**src/rtl/hub75_bcm_scan.sv**
```systemverilog
// hub75_bcm_scan: HUB75 two-half-panel scanner with binary-coded modulation.
// Each row is sent as BPC bit-planes. Every plane goes through SHIFT (columns
// are fetched from a 1-cycle-latency pixel source and shifted out), then LATCH,
// then DISPLAY for ON_BASE<<plane cycles.
// Optional feature macro: HUB75_BRIGHTNESS_EN adds an 8-bit global brightness
// input. It gates how much of each DISPLAY window is actually lit.
// All panel-facing outputs are registered. The internal counters describe the
// cycle whose outputs are loaded at the next clock edge, so the outputs trail
// the FSM by one cycle. The reset values of the outputs are therefore clean.
module hub75_bcm_scan #(
   parameter int unsigned WIDTH   = 64,
   parameter int unsigned ROWS    = 32,
   parameter int unsigned BPC     = 4,
   parameter int unsigned ON_BASE = 16,
   localparam int unsigned XW     = $clog2(WIDTH),
   localparam int unsigned AW     = $clog2(ROWS)
) (
   input  logic             clk,
   input  logic             rstn,
`ifdef HUB75_BRIGHTNESS_EN
   input  logic [7:0]       brightness,
`endif
   output logic [XW-1:0]    pix_x,
   output logic [AW-1:0]    pix_y,
   input  logic [3*BPC-1:0] pix_rgb0,
   input  logic [3*BPC-1:0] pix_rgb1,
   output logic             sclk,
   output logic             latch,
   output logic             blank,
   output logic [AW-1:0]    addry,
   output logic [2:0]       rgb0,
   output logic [2:0]       rgb1,
   output logic             frame_start
);

   // Shift-phase cycle counter spans 0 .. 2*WIDTH+1.
   localparam int unsigned KW   = $clog2(2 * WIDTH + 2);
   localparam int unsigned PW   = (BPC > 1) ? $clog2(BPC) : 1;
   // The display counter covers the longest plane (ON_BASE<<(BPC-1)) exactly.
   localparam int unsigned DMAX = ON_BASE << (BPC - 1);
   localparam int unsigned DW   = (DMAX > 1) ? $clog2(DMAX) : 1;
   localparam int unsigned DWP  = DW + 1;

   localparam logic [KW-1:0]  KPIX   = KW'(2 * WIDTH);
   localparam logic [KW-1:0]  KLAST  = KW'(2 * WIDTH + 1);
   localparam logic [KW-1:0]  KTWO   = KW'(2);
   localparam logic [KW-1:0]  KTHREE = KW'(3);
   localparam logic [PW-1:0]  PLAST  = PW'(BPC - 1);
   localparam logic [AW-1:0]  RLAST  = AW'(ROWS - 1);
   localparam logic [DW:0]    ON_W   = DWP'(ON_BASE);

   typedef enum logic [1:0] {
      StShift,
      StLatch,
      StDisplay
   } state_e;

   state_e           state_q, state_d;
   logic [KW-1:0]    k_q, k_d;
   logic [DW-1:0]    disp_q, disp_d;
   logic [PW-1:0]    plane_q, plane_d;
   logic [AW-1:0]    row_q, row_d;

   logic [XW-1:0]    pix_x_q, pix_x_d;
   logic [AW-1:0]    pix_y_q, pix_y_d;
   logic             sclk_q, sclk_d;
   logic             latch_q, latch_d;
   logic             blank_q, blank_d;
   logic [AW-1:0]    addry_q, addry_d;
   logic [2:0]       rgb0_q, rgb0_d;
   logic [2:0]       rgb1_q, rgb1_d;
   logic             fs_q, fs_d;

   // Split the channel fields so the current plane bit can be picked per colour.
   logic [BPC-1:0]   r0, g0, b0, r1, g1, b1;
   assign r0 = pix_rgb0[BPC-1:0];
   assign g0 = pix_rgb0[2*BPC-1:BPC];
   assign b0 = pix_rgb0[3*BPC-1:2*BPC];
   assign r1 = pix_rgb1[BPC-1:0];
   assign g1 = pix_rgb1[2*BPC-1:BPC];
   assign b1 = pix_rgb1[3*BPC-1:2*BPC];

   // On-time of the current plane and end-of-plane detect.
   logic [DW:0]      on_len;
   logic             disp_last;
   logic             lit;
   assign on_len    = ON_W << plane_q;
   assign disp_last = ({1'b0, disp_q} == (on_len - 1'b1));

`ifdef HUB75_BRIGHTNESS_EN
   logic [7:0]       bright_q, bright_d;
   logic [DW+8:0]    lit_prod;
   // The lit part of the window is (on_len * brightness) >> 8 cycles, counted
   // from the start of DISPLAY.
   assign lit_prod = {8'b0, on_len} * {{DWP{1'b0}}, bright_q};
   assign lit      = ({1'b0, disp_q} < lit_prod[DW+8:8]);
`else
   assign lit      = 1'b1;
`endif

   // Next-state and next-output decode for scan FSM and counters.
   always_comb begin
      state_d = state_q;
      k_d     = k_q;
      disp_d  = disp_q;
      plane_d = plane_q;
      row_d   = row_q;
      pix_x_d = pix_x_q;
      pix_y_d = pix_y_q;
      sclk_d  = 1'b0;
      latch_d = 1'b0;
      blank_d = 1'b1;
      addry_d = addry_q;
      rgb0_d  = rgb0_q;
      rgb1_d  = rgb1_q;
      fs_d    = 1'b0;
`ifdef HUB75_BRIGHTNESS_EN
      bright_d = bright_q;
`endif
      unique case (state_q)
         StShift: begin
            fs_d = (k_q == '0) && (row_q == '0) && (plane_q == '0);
            // Even k below 2*WIDTH requests column k/2.
            if (!k_q[0] && (k_q < KPIX)) begin
               pix_x_d = k_q[XW:1];
               pix_y_d = row_q;
            end
            // Even k from 2 on: the source answers the request from k-2.
            if (!k_q[0] && (k_q >= KTWO)) begin
               rgb0_d = {b0[plane_q], g0[plane_q], r0[plane_q]};
               rgb1_d = {b1[plane_q], g1[plane_q], r1[plane_q]};
            end
            // The rising shift edge falls in the middle of each data slot.
            sclk_d = k_q[0] && (k_q >= KTHREE);
            if (k_q == KLAST) begin
               k_d     = '0;
               state_d = StLatch;
            end else begin
               k_d = k_q + 1'b1;
            end
         end
         StLatch: begin
            latch_d = 1'b1;
            addry_d = row_q;
`ifdef HUB75_BRIGHTNESS_EN
            bright_d = brightness;
`endif
            disp_d  = '0;
            state_d = StDisplay;
         end
         StDisplay: begin
            blank_d = !lit;
            if (disp_last) begin
               disp_d  = '0;
               state_d = StShift;
               if (plane_q == PLAST) begin
                  plane_d = '0;
                  row_d   = (row_q == RLAST) ? '0 : row_q + 1'b1;
               end else begin
                  plane_d = plane_q + 1'b1;
               end
            end else begin
               disp_d = disp_q + 1'b1;
            end
         end
         default: begin
            state_d = StShift;
            k_d     = '0;
         end
      endcase
   end

   // State and output registers; reset darkens the panel immediately.
   always_ff @(posedge clk or negedge rstn) begin
      if (!rstn) begin
         state_q  <= StShift;
         k_q      <= '0;
         disp_q   <= '0;
         plane_q  <= '0;
         row_q    <= '0;
         pix_x_q  <= '0;
         pix_y_q  <= '0;
         sclk_q   <= 1'b0;
         latch_q  <= 1'b0;
         blank_q  <= 1'b1;
         addry_q  <= '0;
         rgb0_q   <= '0;
         rgb1_q   <= '0;
         fs_q     <= 1'b0;
`ifdef HUB75_BRIGHTNESS_EN
         bright_q <= '0;
`endif
      end else begin
         state_q  <= state_d;
         k_q      <= k_d;
         disp_q   <= disp_d;
         plane_q  <= plane_d;
         row_q    <= row_d;
         pix_x_q  <= pix_x_d;
         pix_y_q  <= pix_y_d;
         sclk_q   <= sclk_d;
         latch_q  <= latch_d;
         blank_q  <= blank_d;
         addry_q  <= addry_d;
         rgb0_q   <= rgb0_d;
         rgb1_q   <= rgb1_d;
         fs_q     <= fs_d;
`ifdef HUB75_BRIGHTNESS_EN
         bright_q <= bright_d;
`endif
      end
   end

   assign pix_x       = pix_x_q;
   assign pix_y       = pix_y_q;
   assign sclk        = sclk_q;
   assign latch       = latch_q;
   assign blank       = blank_q;
   assign addry       = addry_q;
   assign rgb0        = rgb0_q;
   assign rgb1        = rgb1_q;
   assign frame_start = fs_q;

endmodule
```
**config.mk**
```make
export PLATFORM = sky130hd
export DESIGN_NAME = hub75_bcm_scan
export DESIGN_NICKNAME = d
export VERILOG_FILES = /design/src/rtl/hub75_bcm_scan.sv
export SDC_FILE = /design/constraint.sdc
export NUM_CORES = 1
export LEC_CHECK = 0
export CORE_UTILIZATION = 51
export DETAILED_ROUTE_END_ITERATION = 10
export HOLD_SLACK_MARGIN = 0.06
export PLACE_DENSITY = 0.85
export SYNTH_ARGS = -nofsm -noshare
export SYNTH_HDL_FRONTEND = slang
export SYNTH_SLANG_ARGS = --single-unit
export TNS_END_PERCENT = 5
```
**constraint.sdc**
```tcl
create_clock -name clk -period 3.3 [get_ports clk]
set_input_delay 0.33 -clock clk [delete_from_list [all_inputs] [get_ports clk]]
set_output_delay 0.33 -clock clk [all_outputs]
set_load 0.01 [all_outputs]
```
==> run summary <==
Vias in the first global route: 1,894
Detailed-route DRC error count: 0
Die W: 73.2 microns
Reg2reg start: plane_q[1]
Initial Utilization: 0.540
Post-CTS Setup Repair Bufs: 0
Dpl ws: 0.796 ns
Worst VDD drop: 0.000246 V
Io pins: 52
Cell leakage power: 1.40 nW
Area growth syn-to-layout: 26.3%
CP max stage cell: o21ai_0
Num CTS Buffers: 5
CP delay by family, top: compound AO/OA/AOI/OAI gates
Largest net degree at the start of global routing: 51
First-pass GRT wire length: 8720 microns
Hold Crit Class: in2async
Pwr Density: 341 nW/um^2
Core area: 4790 sq um
Num rows: 25
Clock transition at path regs: 0.09 ns
Reg-to-reg slack, setup: 0.78 ns
Synth unique cells: 41
Status: finished, final reports clean
Total Power: 1.11 mW
Worst setup path startpoint: plane_q[1]
Fin. max-slew vios: 0
Relative slew slack: 0.270
Dpl cell area: 3150 sq um
Post-route clock skew: 0.0122 ns
Maxcap violations: 0
Worst hold margin: 0.227 ns
Fraction of layout cells with a size suffix above 1: 0.187
Fin crit period: 2.52 ns
Clk buf depth: 2
Port bufs: 51
EDFF count, synth: 0
WP buf/inv: 1
Initial DRC Count: 109
Die Ht: 73.2 microns
Crit-path max FO: 10
Commonest cells in the netlist: 49 x dfrtp_1, 28 x mux2_2, 14 x ha_1, 14 x nand2_1, 12 x inv_1
Total Routing Usage GR: 0.218
Synth area leader: dfrtp_1
CP Class: reg2reg
Routed vias: 1,883
Leading post-synthesis cells by cell area: dfrtp_1 47%, mux2_2 12%, ha_1 6.8%
Setup TNS: 0 ns
TritonCTS clock tree: done
Cell count of the worst reg-to-reg path: 6
Resize count post-CTS: 0
Routability cong.: 0.819
CP endpoint kind: register
Post-synthesis cell count: 216
Worst-Margin Slew: 1.10 ns
Seq cells post-synth: 50
Hold-fix buffers, CTS: 0
FFs w/ async S/R, synth: 1.00
Total Nets Final: 307
Design area: 3270 sq um
Vias per inst: 5.62
RSZ-0062 raised after global routing: false
Crit path largest cell delay: 0.61 ns
Count leader, synth: dfrtp_1
DRT Pass-1 Iters: 4
R2r endpoint: disp_q[1]
Die area: 5360 sq um
DRT Wirelength: 5110 microns
Grt total ovfl: 0
Post-synthesis sequential area ratio: 0.485
Crit path cell chain: inv_1 -> ha_1 -> xnor2_1 -> mux2_2 -> o21ai_0 -> o22ai_1
YS warnings: 0
Final Hold Viols: 0
ANT nets after route: 0
Fmax: 396 MHz
Routed len/inst: 15.3 microns
Initial antenna violation count: 0
Max H-tree Level: 2
Final setup vio count: 0
Detailed placer's ending HPWL: 3560 microns
Syn Nets: 256
Top_reg_cell synth: dfrtp_1
Crit share post-route: 0.764
Startpoint types: register
Cell Area, Synth: 2580 sq um
# diodes: 0
Worst path required time: 3.45 ns
Worst path arrival time: 2.67 ns
Setup ws final: 0.778 ns
Worst-Skew Late Latency: 0.31 ns
Syn_area_per_cell: 12.0 sq um
CTS Sinks: 50
Clk root buf: clkbuf_8
Top cell type's share of synthesized area: 0.474
## final cells by class
| cell class | count | area [sq um] |
|---|---|---|
| Clock buffer | 5 | 68.8 |
| Sequential cell | 50 | 1250 |
| Timing Repair Buffer | 52 | 513 |
| Fill cell | 352 | 1520 |
| Multi-Input combinational cell | 146 | 1260 |
| Inverter | 12 | 45.0 |
| Clock inverter | 3 | 45.0 |
| Tap cell | 67 | 83.8 |
## worst reg2reg max path, delay by kind of cell, from the launching register on
| kind | cells | cell delay (ns) |
|---|---|---|
| buf+inv | 1 | 0.12 |
| fa+ha+maj | 1 | 0.21 |
| flops | 1 | 0.57 |
| mux | 1 | 0.43 |
| xor+xnor | 1 | 0.25 |
| compound gates | 2 | 0.79 |
## registers in the layout, summed over array words and instances (netlist names)
signal       cells
sclk             1
blank            1
pix_x            6
k_q              8
addry            5
row_q            5
latch            1
rgb1             3
pix_y            5
disp_q           7
state_q          2
plane_q          2
rgb0             3
frame_start      1
## routing by layer
metal  up-vias  GRT usage  wire length [microns]
met1       954      0.280                   2250
li1        877          -                      -
met3         6     0.0470                    194
met4         0     0.0806                     68
met2        46      0.363                   2600
met5         -          0                      0
## metrics by stage
stage / utilization / instances
2_1_floorplan: - / 216
3_3_place_gp: 0.659 / 327
3_5_place_dp: 0.659 / 327
4_1_cts: 0.682 / 335
5_1_grt: 0.682 / 335
6_report: 0.682 / 335
## worst max path at each step
stage / to / slack [ns] / cells past startpoint
2_1_floorplan: row_q[0] / 0.93 / 7
3_3_place_gp: row_q[4] / 0.90 / 5
3_5_place_dp: disp_q[3] / 0.80 / 6
4_1_cts: row_q[4] / 0.78 / 6
5_1_grt: disp_q[1] / 0.52 / 5
6_report: disp_q[1] / 0.78 / 6
## kinds of logic (layout without fill, tap and decap cells)
logic type,Yosys count,after routing,synth area share
xor gates and xnor gates,8,8,0.0271
DFF,50,50,0.485
and+or+nand+nor,62,62,0.129
adders and majority gates,14,14,0.0678
AOI/OAI and AO/OA,25,25,0.0765
buffers and inverters,20,72,0.0290
muxes,37,37,0.186
## power breakdown
part | internal (mW) | leakage [nW] | switching, mW
combinational | 0.0385 | 0.688 | 0.0204
clock | 0.226 | 0.0504 | 0.211
sequential | 0.616 | 0.657 | 0.00185
## layout by cell type, fill, tap and decap left out, types with 2 or more instances in the layout
master	synthesis	layout
mux4_2	6	6
nor3_1	5	5
nand2b_1	4	4
or4_1	2	2
xor2_1	2	2
inv_1	12	12
nor2_1	11	11
ha_1	14	14
xnor2_1	6	6
nand4_1	3	3
a21o_1	2	2
nor4_1	3	3
clkdlybuf4s50_1	0	50
dfrtp_1	49	49
clkinvlp_4	0	2
mux2_2	28	28
nand3_1	9	9
clkbuf_8	0	5
a21oi_1	4	4
a211oi_1	2	2
or3_1	2	2
o21ai_0	7	7
mux2i_1	3	3
o211ai_1	2	2
nand2_1	14	14
Note: power is estimated with default switching activity, not from simulation.
